File: src/rtl/useq_ctrl.sv
// Microprogram sequencer: owns the microaddress register and selects the next
// microaddress from fetch, opcode dispatch, conditional branch and halt/resume.
//
// state  | meaning
// S_RUN  | issuing one microword per clock, stalls on mem_wait
// S_HALT | parked on the halt dispatch entry until resume
module useq_ctrl #(
   parameter int               OPC_W   = 6,
   parameter logic [OPC_W-1:0] HLT_OPC = 6'h3E
) (
   input  logic             clk,
   input  logic             rst_n,
   input  logic [31:0]      Micro_ins,
   input  logic [15:0]      Next_addr,
   input  logic [OPC_W-1:0] opcode,
   input  logic             flag_z,
   input  logic             mem_wait,
   input  logic             resume,
   output logic [15:0]      MPC_out,
   output logic             dispatch,
   output logic             halted,
   output logic [15:0]      ucycle_cnt
);

   typedef enum logic {
      S_RUN  = 1'b0,
      S_HALT = 1'b1
   } state_e;

   localparam logic [15:0] FETCH_END = 16'h0001;
   localparam logic [15:0] HALT_ADDR = 16'({6'b000001, HLT_OPC, 4'b0000});

   state_e      state_q;
   logic [15:0] mpc_q, mpc_d;
   logic [15:0] cnt_q, cnt_d;
   logic        dispatch_q;
   logic        halted_q;
   logic [15:0] entry_addr;
   logic        fetch_end;
   logic        halt_hit;

   // The microword itself is decoded downstream; only its successor field matters here.
   logic unused_micro;
   assign unused_micro = ^Micro_ins;

   assign entry_addr = 16'({6'b000001, opcode, 4'b0000});
   assign fetch_end  = (mpc_q == FETCH_END);
   assign halt_hit   = (mpc_q == HALT_ADDR);
   assign cnt_d      = cnt_q + 16'd1;

   always_comb begin
      mpc_d = Next_addr;
      if (fetch_end) begin
         mpc_d = entry_addr;
      end else if (halt_hit) begin
         mpc_d = mpc_q;
      end else if (Next_addr[15]) begin
         mpc_d = flag_z ? {1'b0, Next_addr[14:0]} : mpc_q + 16'd1;
      end
   end

   always_ff @(posedge clk) begin
      if (!rst_n) begin
         state_q    <= S_RUN;
         mpc_q      <= 16'h0000;
         cnt_q      <= 16'h0000;
         dispatch_q <= 1'b0;
         halted_q   <= 1'b0;
      end else begin
         case (state_q)
            S_RUN: begin
               if (mem_wait) begin
                  dispatch_q <= 1'b0;
               end else begin
                  cnt_q      <= cnt_d;
                  mpc_q      <= mpc_d;
                  dispatch_q <= fetch_end;
                  if (!fetch_end && halt_hit) begin
                     state_q  <= S_HALT;
                     halted_q <= 1'b1;
                  end
               end
            end
            S_HALT: begin
               dispatch_q <= 1'b0;
               if (resume) begin
                  state_q  <= S_RUN;
                  mpc_q    <= 16'h0000;
                  halted_q <= 1'b0;
               end
            end
            default: begin
               state_q    <= S_RUN;
               mpc_q      <= 16'h0000;
               dispatch_q <= 1'b0;
               halted_q   <= 1'b0;
            end
         endcase
      end
   end

   assign MPC_out    = mpc_q;
   assign dispatch   = dispatch_q;
   assign halted     = halted_q;
   assign ucycle_cnt = cnt_q;

endmodule

File: config.mk
export PLATFORM = sky130hd
export DESIGN_NAME = useq_ctrl
export DESIGN_NICKNAME = d
export VERILOG_FILES = /design/src/rtl/useq_ctrl.sv
export SDC_FILE = /design/constraint.sdc
export NUM_CORES = 1
export LEC_CHECK = 0
export BUFFER_PORTS_ARGS = -buffer_cell sky130_fd_sc_hd__buf_4
export CAP_MARGIN = 0
export CORE_ASPECT_RATIO = 0.75
export CORE_MARGIN = 5
export CORE_UTILIZATION = 46
export DETAILED_ROUTE_END_ITERATION = 6
export GPL_TIMING_DRIVEN = 0
export HOLD_SLACK_MARGIN = 0.03
export PLACE_DENSITY = 0.84
export SYNTH_ARGS = -nofsm -noshare
export SYNTH_HDL_FRONTEND = slang
export SYNTH_SLANG_ARGS = --single-unit
export TNS_END_PERCENT = 1
File: constraint.sdc
create_clock -name clk -period 6.5 [get_ports clk]
set_input_delay 1.3 -clock clk [delete_from_list [all_inputs] [get_ports clk]]
set_output_delay 1.3 -clock clk [all_outputs]
set_load 0.05 [all_outputs]
Yosys cells after proc, flatten, opt, wreduce, memory -nomap -nowiden
Cells that the tools add are included.

Register bits after elaboration: 35.

Mux-type cells: 17. Bitwise operators: 2. Add/subtract/negate cells: 2. Reduce and logical (&&, ||, !) cells: 5. Eq/ne operators: 6.

Operators by type and width (count): $mux 16 (6); $add 16x1->16 const B (2); $pmux 16 s2 (1); $eq 16x1->1 const B (1); $eq 16x11->1 const B (1); $mux 1 (7); $ne 2x2->1 const B (3); $pmux 1 s2 (3); $reduce_and 3->1 (2); $ne 3x3->1 const B (1); $not 1->1 (2); $reduce_and 2->1 (1); $logic_and 1x1->1 (1); $logic_not 1->1 (1).

Longest topological paths before layout
Word-level depth: 7. Mapped depth: 9. Mapped depth without buffers: 7.

Least setup slack after synthesis
OpenSTA, ideal clock, no wires.

Path type: input to register. Start: in flag_z. End: reg mpc_q[13], in the netlist MPC_out[13]. Cell stages on the path: 5. Setup time: 75 ps. Buffers on the path: 1. Arrival time: 2571 ps. Setup slack: 3854 ps. Path through: nand2b_1 -> dlygate4sd3_1 -> nor4_1 -> a21oi_1 -> o22ai_1.

Word-level cells in the longest chain between the ends: 6.

Ends and longest elaborated chain: start, declared (line 16) `input logic flag_z,`; $mux 16 (line 58) `mpc_d = flag_z ? {1'b0, Next_addr[14:0]} : mpc_q + 16'd1;`; $mux 16 (line 57) `end else if (Next_addr[15]) begin`; $mux 16 (line 55) `end else if (halt_hit) begin`; $mux 16 (line 53) `if (fetch_end) begin`; $mux 16 (line 72) `if (mem_wait) begin`; $pmux 16 s2 (line 70) `case (state_q)`; end signal, assigned (line 76) `mpc_q <= mpc_d;`; end, declared (line 34) `logic [15:0] mpc_q, mpc_d;`.

Every way passes these cells. The select of a mux whose other input is x is not followed. A chain may end at the register's enable or synchronous reset.

Final worst setup path
Start: in mem_wait. End: reg cnt_q[12], in the netlist ucycle_cnt[12].

Word-level cells in the longest chain between the ends: 2.

Ends and longest elaborated chain: start, declared (line 17) `input logic mem_wait,`; $not 1->1 (no source line); $reduce_and 2->1 (no source line); end signal, assigned (line 75) `cnt_q <= cnt_d;`; end, declared (line 35) `logic [15:0] cnt_q, cnt_d;`.

Every way passes these cells.

==> metrics.log <==
INFO  metric setup-tns-final = 0 ns
INFO  metric die-area = 0.00587 sq mm
INFO  metric p_total = 0.513 mW
INFO  metric synth-warning-count = 0
INFO  metric die-width = 86.8 um
INFO  metric critical_path.top_delay_family = simple AND/OR/NAND/NOR gates
INFO  metric drive_above_1_share = between 20% and 30%
INFO  metric met1_length = 2430 um
INFO  metric critical_path_buf_inv_count = 2
INFO  metric cp_data_arrival_time = 2.90 ns
INFO  metric root_buffer_cell = sky130_fd_sc_hd__clkbuf_8
INFO  metric antenna_violations_before_repair = 0
INFO  metric power_per_unit_of_standard_cell_area = 193 mW/mm^2
INFO  metric min-delay-start = MPC_out[15]$_SDFFE_PN0P_
INFO  metric start_kind = input pin
INFO  metric cap_violations = 0
INFO  metric report.final.setup_viol = 0
INFO  metric whs_path_depth = 2
INFO  metric rsz0062_at_grt = no
INFO  metric drt_pre_antenna_iters = 4
INFO  metric total_nets_after_synthesis = 293
INFO  metric highest_layer = met4
INFO  metric num_rows = 21
INFO  metric holdBufCountCts = 0
INFO  metric crit_path_cell_trace = buf_4 -> nor2_1 -> and3_1 -> clkbuf_1 -> nand3_1 -> xnor2_1 -> and2_1
INFO  metric end_kind = flip-flop
INFO  metric drc = 0
INFO  metric cts_setup_buffers = 0
INFO  metric final_common_cell = sky130_fd_sc_hd__buf_4
INFO  metric mostFrequentLayoutCells = sky130_fd_sc_hd__buf_4 (60), sky130_fd_sc_hd__dfxtp_1 (35), sky130_fd_sc_hd__nand2_1 (19), sky130_fd_sc_hd__xnor2_1 (14), sky130_fd_sc_hd__and2_1 (14)
INFO  metric critical_path_peak_fanout = 8
INFO  metric ios = 93
INFO  metric initialDrtViolationCount = 91
INFO  metric detailedPlacementHpwl = 3960 um
INFO  metric clk_pin_slew_worst_paths = 0.07 ns
INFO  metric syn_inst = 230
INFO  metric route.detailed.wl_per_inst = 14.7 um
INFO  metric hp-class = reg -> reg
INFO  metric hold_viol = 0
INFO  metric asyncSetResetFlopFracSynth = 0%
INFO  metric met2RoutedLength = 2460 um
INFO  metric layout.cell_area.non_filler = 0.00266 sq mm
INFO  metric finalMaxSlewViolations = 0
INFO  metric synth_area_leader_cell = sky130_fd_sc_hd__dfxtp_1
INFO  metric worst-setup-path-type = in -> reg
INFO  metric max_freq = between 300 and 400 MHz
INFO  metric grt_pass1_vias = approximately 1800
INFO  metric crit_path_top_delay_cell = sky130_fd_sc_hd__nor2_1
INFO  metric tritoncts.num_buffers = 5
INFO  metric synth_top_cells_by_area = sky130_fd_sc_hd__dfxtp_1 (34%), sky130_fd_sc_hd__xnor2_1 (6.0%), sky130_fd_sc_hd__and2_1 (4.3%)
INFO  metric rr_worst_depth = 7
INFO  metric crit_required = 6.69 ns
INFO  metric r2r_slack = 4.06 ns
INFO  metric synth.ff_latch_count = 35
INFO  metric resized_after_cts = 0
INFO  metric layout-area-overhead-vs-synth = 30.5%
INFO  metric cts_sinks = 35
INFO  metric result_of_the_run = completed
INFO  metric start_util = 46.7%
INFO  metric net_total_in_the_final_layout = 360
INFO  metric port_buffers = 60
INFO  metric holdPathEnd = MPC_out[15]$_SDFFE_PN0P_
INFO  metric clock_tree.htree_level_count = 2
INFO  metric yosys.area.top_type_share = 34.4%
INFO  metric synth-edff-count = 0
INFO  metric syn_area = 0.00204 sq mm
INFO  metric wl = 5220 um
INFO  metric grt_start_max_net_pins = 11
INFO  metric reg2reg_from = MPC_out[0]$_SDFFE_PN0P_
INFO  metric avgSynthCellArea = 8.85 sq um
INFO  metric globalRouteTotalUtil = 18.4%
INFO  metric coreArea = 0.00436 sq mm
INFO  metric slowest_delay = 0.52 ns
INFO  metric tightest_slew = 0.685 ns
INFO  metric timing.slew.headroom = 54.2%
INFO  metric finalWeightedCongestion = 0.860
INFO  metric tritoncts_clock_tree = yes
INFO  metric clk-insertion-delay-late = 0.29 ns
INFO  metric met3WireLength = 263 um
INFO  metric ir_worst_vdd = 121 uV
INFO  metric leakage = between 1 and 1.5 nW
INFO  metric cts-root-to-sink-buffers = 2
INFO  metric reg2reg_capture_point = MPC_out[4]$_SDFFE_PN0P_
INFO  metric timing.clock.skew = 0.00427 ns
INFO  metric period_needed = approximately 2.7 ns
INFO  metric dominantRegCellSynth = sky130_fd_sc_hd__dfxtp_1
INFO  metric num_antenna_cells = 0
INFO  metric final_clock_period_utilization_by_the_worst_path = 41.8%
INFO  metric synth_cell_type_count = ~50
INFO  metric floorplan.die.height = about 68 um
INFO  metric vias = 1942
INFO  metric wire_length_of_the_first_global_routing_pass = 8510 um
INFO  metric antenna_violating_nets_post_route = 0
INFO  metric seq_area_frac_synth = roughly 34%
INFO  metric post_dp_cell_area = 0.00256 sq mm
INFO  metric detail_route.vias_per_cell = 5.47
INFO  metric overflow = 0
[layer usage]
layer / vias up / GRT usage (%)
li1: 967 / -
met1: 925 / 24.5
met2: 42 / 29.3
met3: 8 / 3.78
met4: 0 / 6.81
met5: - / 0
[synthesized netlist by cell type, types with 2 or more instances]
library cell and count:
sky130_fd_sc_hd__o22ai_1 5, sky130_fd_sc_hd__o21a_1 3, sky130_fd_sc_hd__nand2_1 19, sky130_fd_sc_hd__a211oi_1 5, sky130_fd_sc_hd__ha_1 4, sky130_fd_sc_hd__dfxtp_1 35, sky130_fd_sc_hd__nor2_1 13, sky130_fd_sc_hd__nand3_1 13
sky130_fd_sc_hd__a31oi_1 6, sky130_fd_sc_hd__clkbuf_1 4, sky130_fd_sc_hd__inv_1 8, sky130_fd_sc_hd__nand4_1 7, sky130_fd_sc_hd__nor2b_1 4, sky130_fd_sc_hd__xnor2_1 14, sky130_fd_sc_hd__or4_4 2, sky130_fd_sc_hd__xor2_1 8
sky130_fd_sc_hd__buf_6 5, sky130_fd_sc_hd__a21boi_0 3, sky130_fd_sc_hd__or2_2 2, sky130_fd_sc_hd__or4_1 3, sky130_fd_sc_hd__and3_1 5, sky130_fd_sc_hd__nor3_1 6, sky130_fd_sc_hd__and2_1 14, sky130_fd_sc_hd__a221o_1 5
sky130_fd_sc_hd__or3_1 2, sky130_fd_sc_hd__and4_2 3, sky130_fd_sc_hd__a21oi_1 8, sky130_fd_sc_hd__and4_1 3
[final cells by class]
type                            count  area [sq um]
Buffer                             12           110
Inverter                            8          30.0
Tap cell                           57          71.3
Sequential cell                    35           701
Fill cell                         399          1700
Multi-Input combinational cell    175          1190
Clock buffer                        8           100
Timing Repair Buffer               60           450
[power breakdown]
group          switching, mW  total [mW]  internal (mW)  leakage [nW]
Sequential            0.0127       0.235          0.222         0.285
Clock                 0.0767       0.173         0.0967        0.0515
Combinational         0.0605       0.104         0.0436         0.748
Total                  0.150       0.513          0.363          1.08
[worst reg2reg max path: stages, from the launching register on]
cell	delay (ns)
sky130_fd_sc_hd__dfxtp_1	0.49
sky130_fd_sc_hd__ha_1	0.20
sky130_fd_sc_hd__or4b_1	0.48
sky130_fd_sc_hd__nor4_4	0.44
sky130_fd_sc_hd__nand4b_2	0.24
sky130_fd_sc_hd__buf_6	0.15
sky130_fd_sc_hd__a211oi_1	0.05
sky130_fd_sc_hd__a221o_1	0.27
[sequential cells by signal (all words and copies together), names as in the netlist]
register / cells
ucycle_cnt: 16
MPC_out: 16
state_q: 1
dispatch: 1
halted: 1
[worst max-delay path by stage]
| stage | from | endpoint | slack (ns) | depth (start not counted) |
|---|---|---|---|---|
| after floorplan | flag_z | MPC_out[13]$_SDFFE_PN0P_ | 3.85 | 5 |
| after global placement | mem_wait | ucycle_cnt[6]$_SDFFE_PN0P_ | 3.55 | 7 |
| after detailed placement | mem_wait | ucycle_cnt[6]$_SDFFE_PN0P_ | 3.50 | 7 |
| after CTS | mem_wait | ucycle_cnt[6]$_SDFFE_PN0P_ | 3.82 | 7 |
| after global routing | mem_wait | MPC_out[6]$_SDFFE_PN0P_ | 3.70 | 5 |
| final | mem_wait | ucycle_cnt[12]$_SDFFE_PN0P_ | 3.79 | 7 |
[kinds of logic (layout without fill, tap and decap cells)]
group                    Yosys count  after routing  share of synthesized area (%)
buffers and inverters             20             88                           6.88
adder cells (fa/ha/maj)            4              4                           2.46
AND/OR/NAND/NOR                  106            106                           31.3
multiplexers                       1              1                          0.492
AO/OA/AOI/OAI                     42             42                           15.0
XOR/XNOR                          22             22                           9.47
flip-flops                        35             35                           34.4
[metrics by stage]
step | cells | hold WS (ns) | setup WS [ns] | util (%)
finish | 355 | 0.515 | 3.79 | 60.9
global route | 355 | 0.536 | 3.70 | 60.9
CTS | 355 | 0.515 | 3.82 | 60.9
detailed placement | 347 | 0.503 | 3.50 | 58.6
global placement | 347 | 0.485 | 3.55 | 58.6
floorplan | 230 | 0.500 | 3.85 | -
Power figures use the tool's default switching activity.
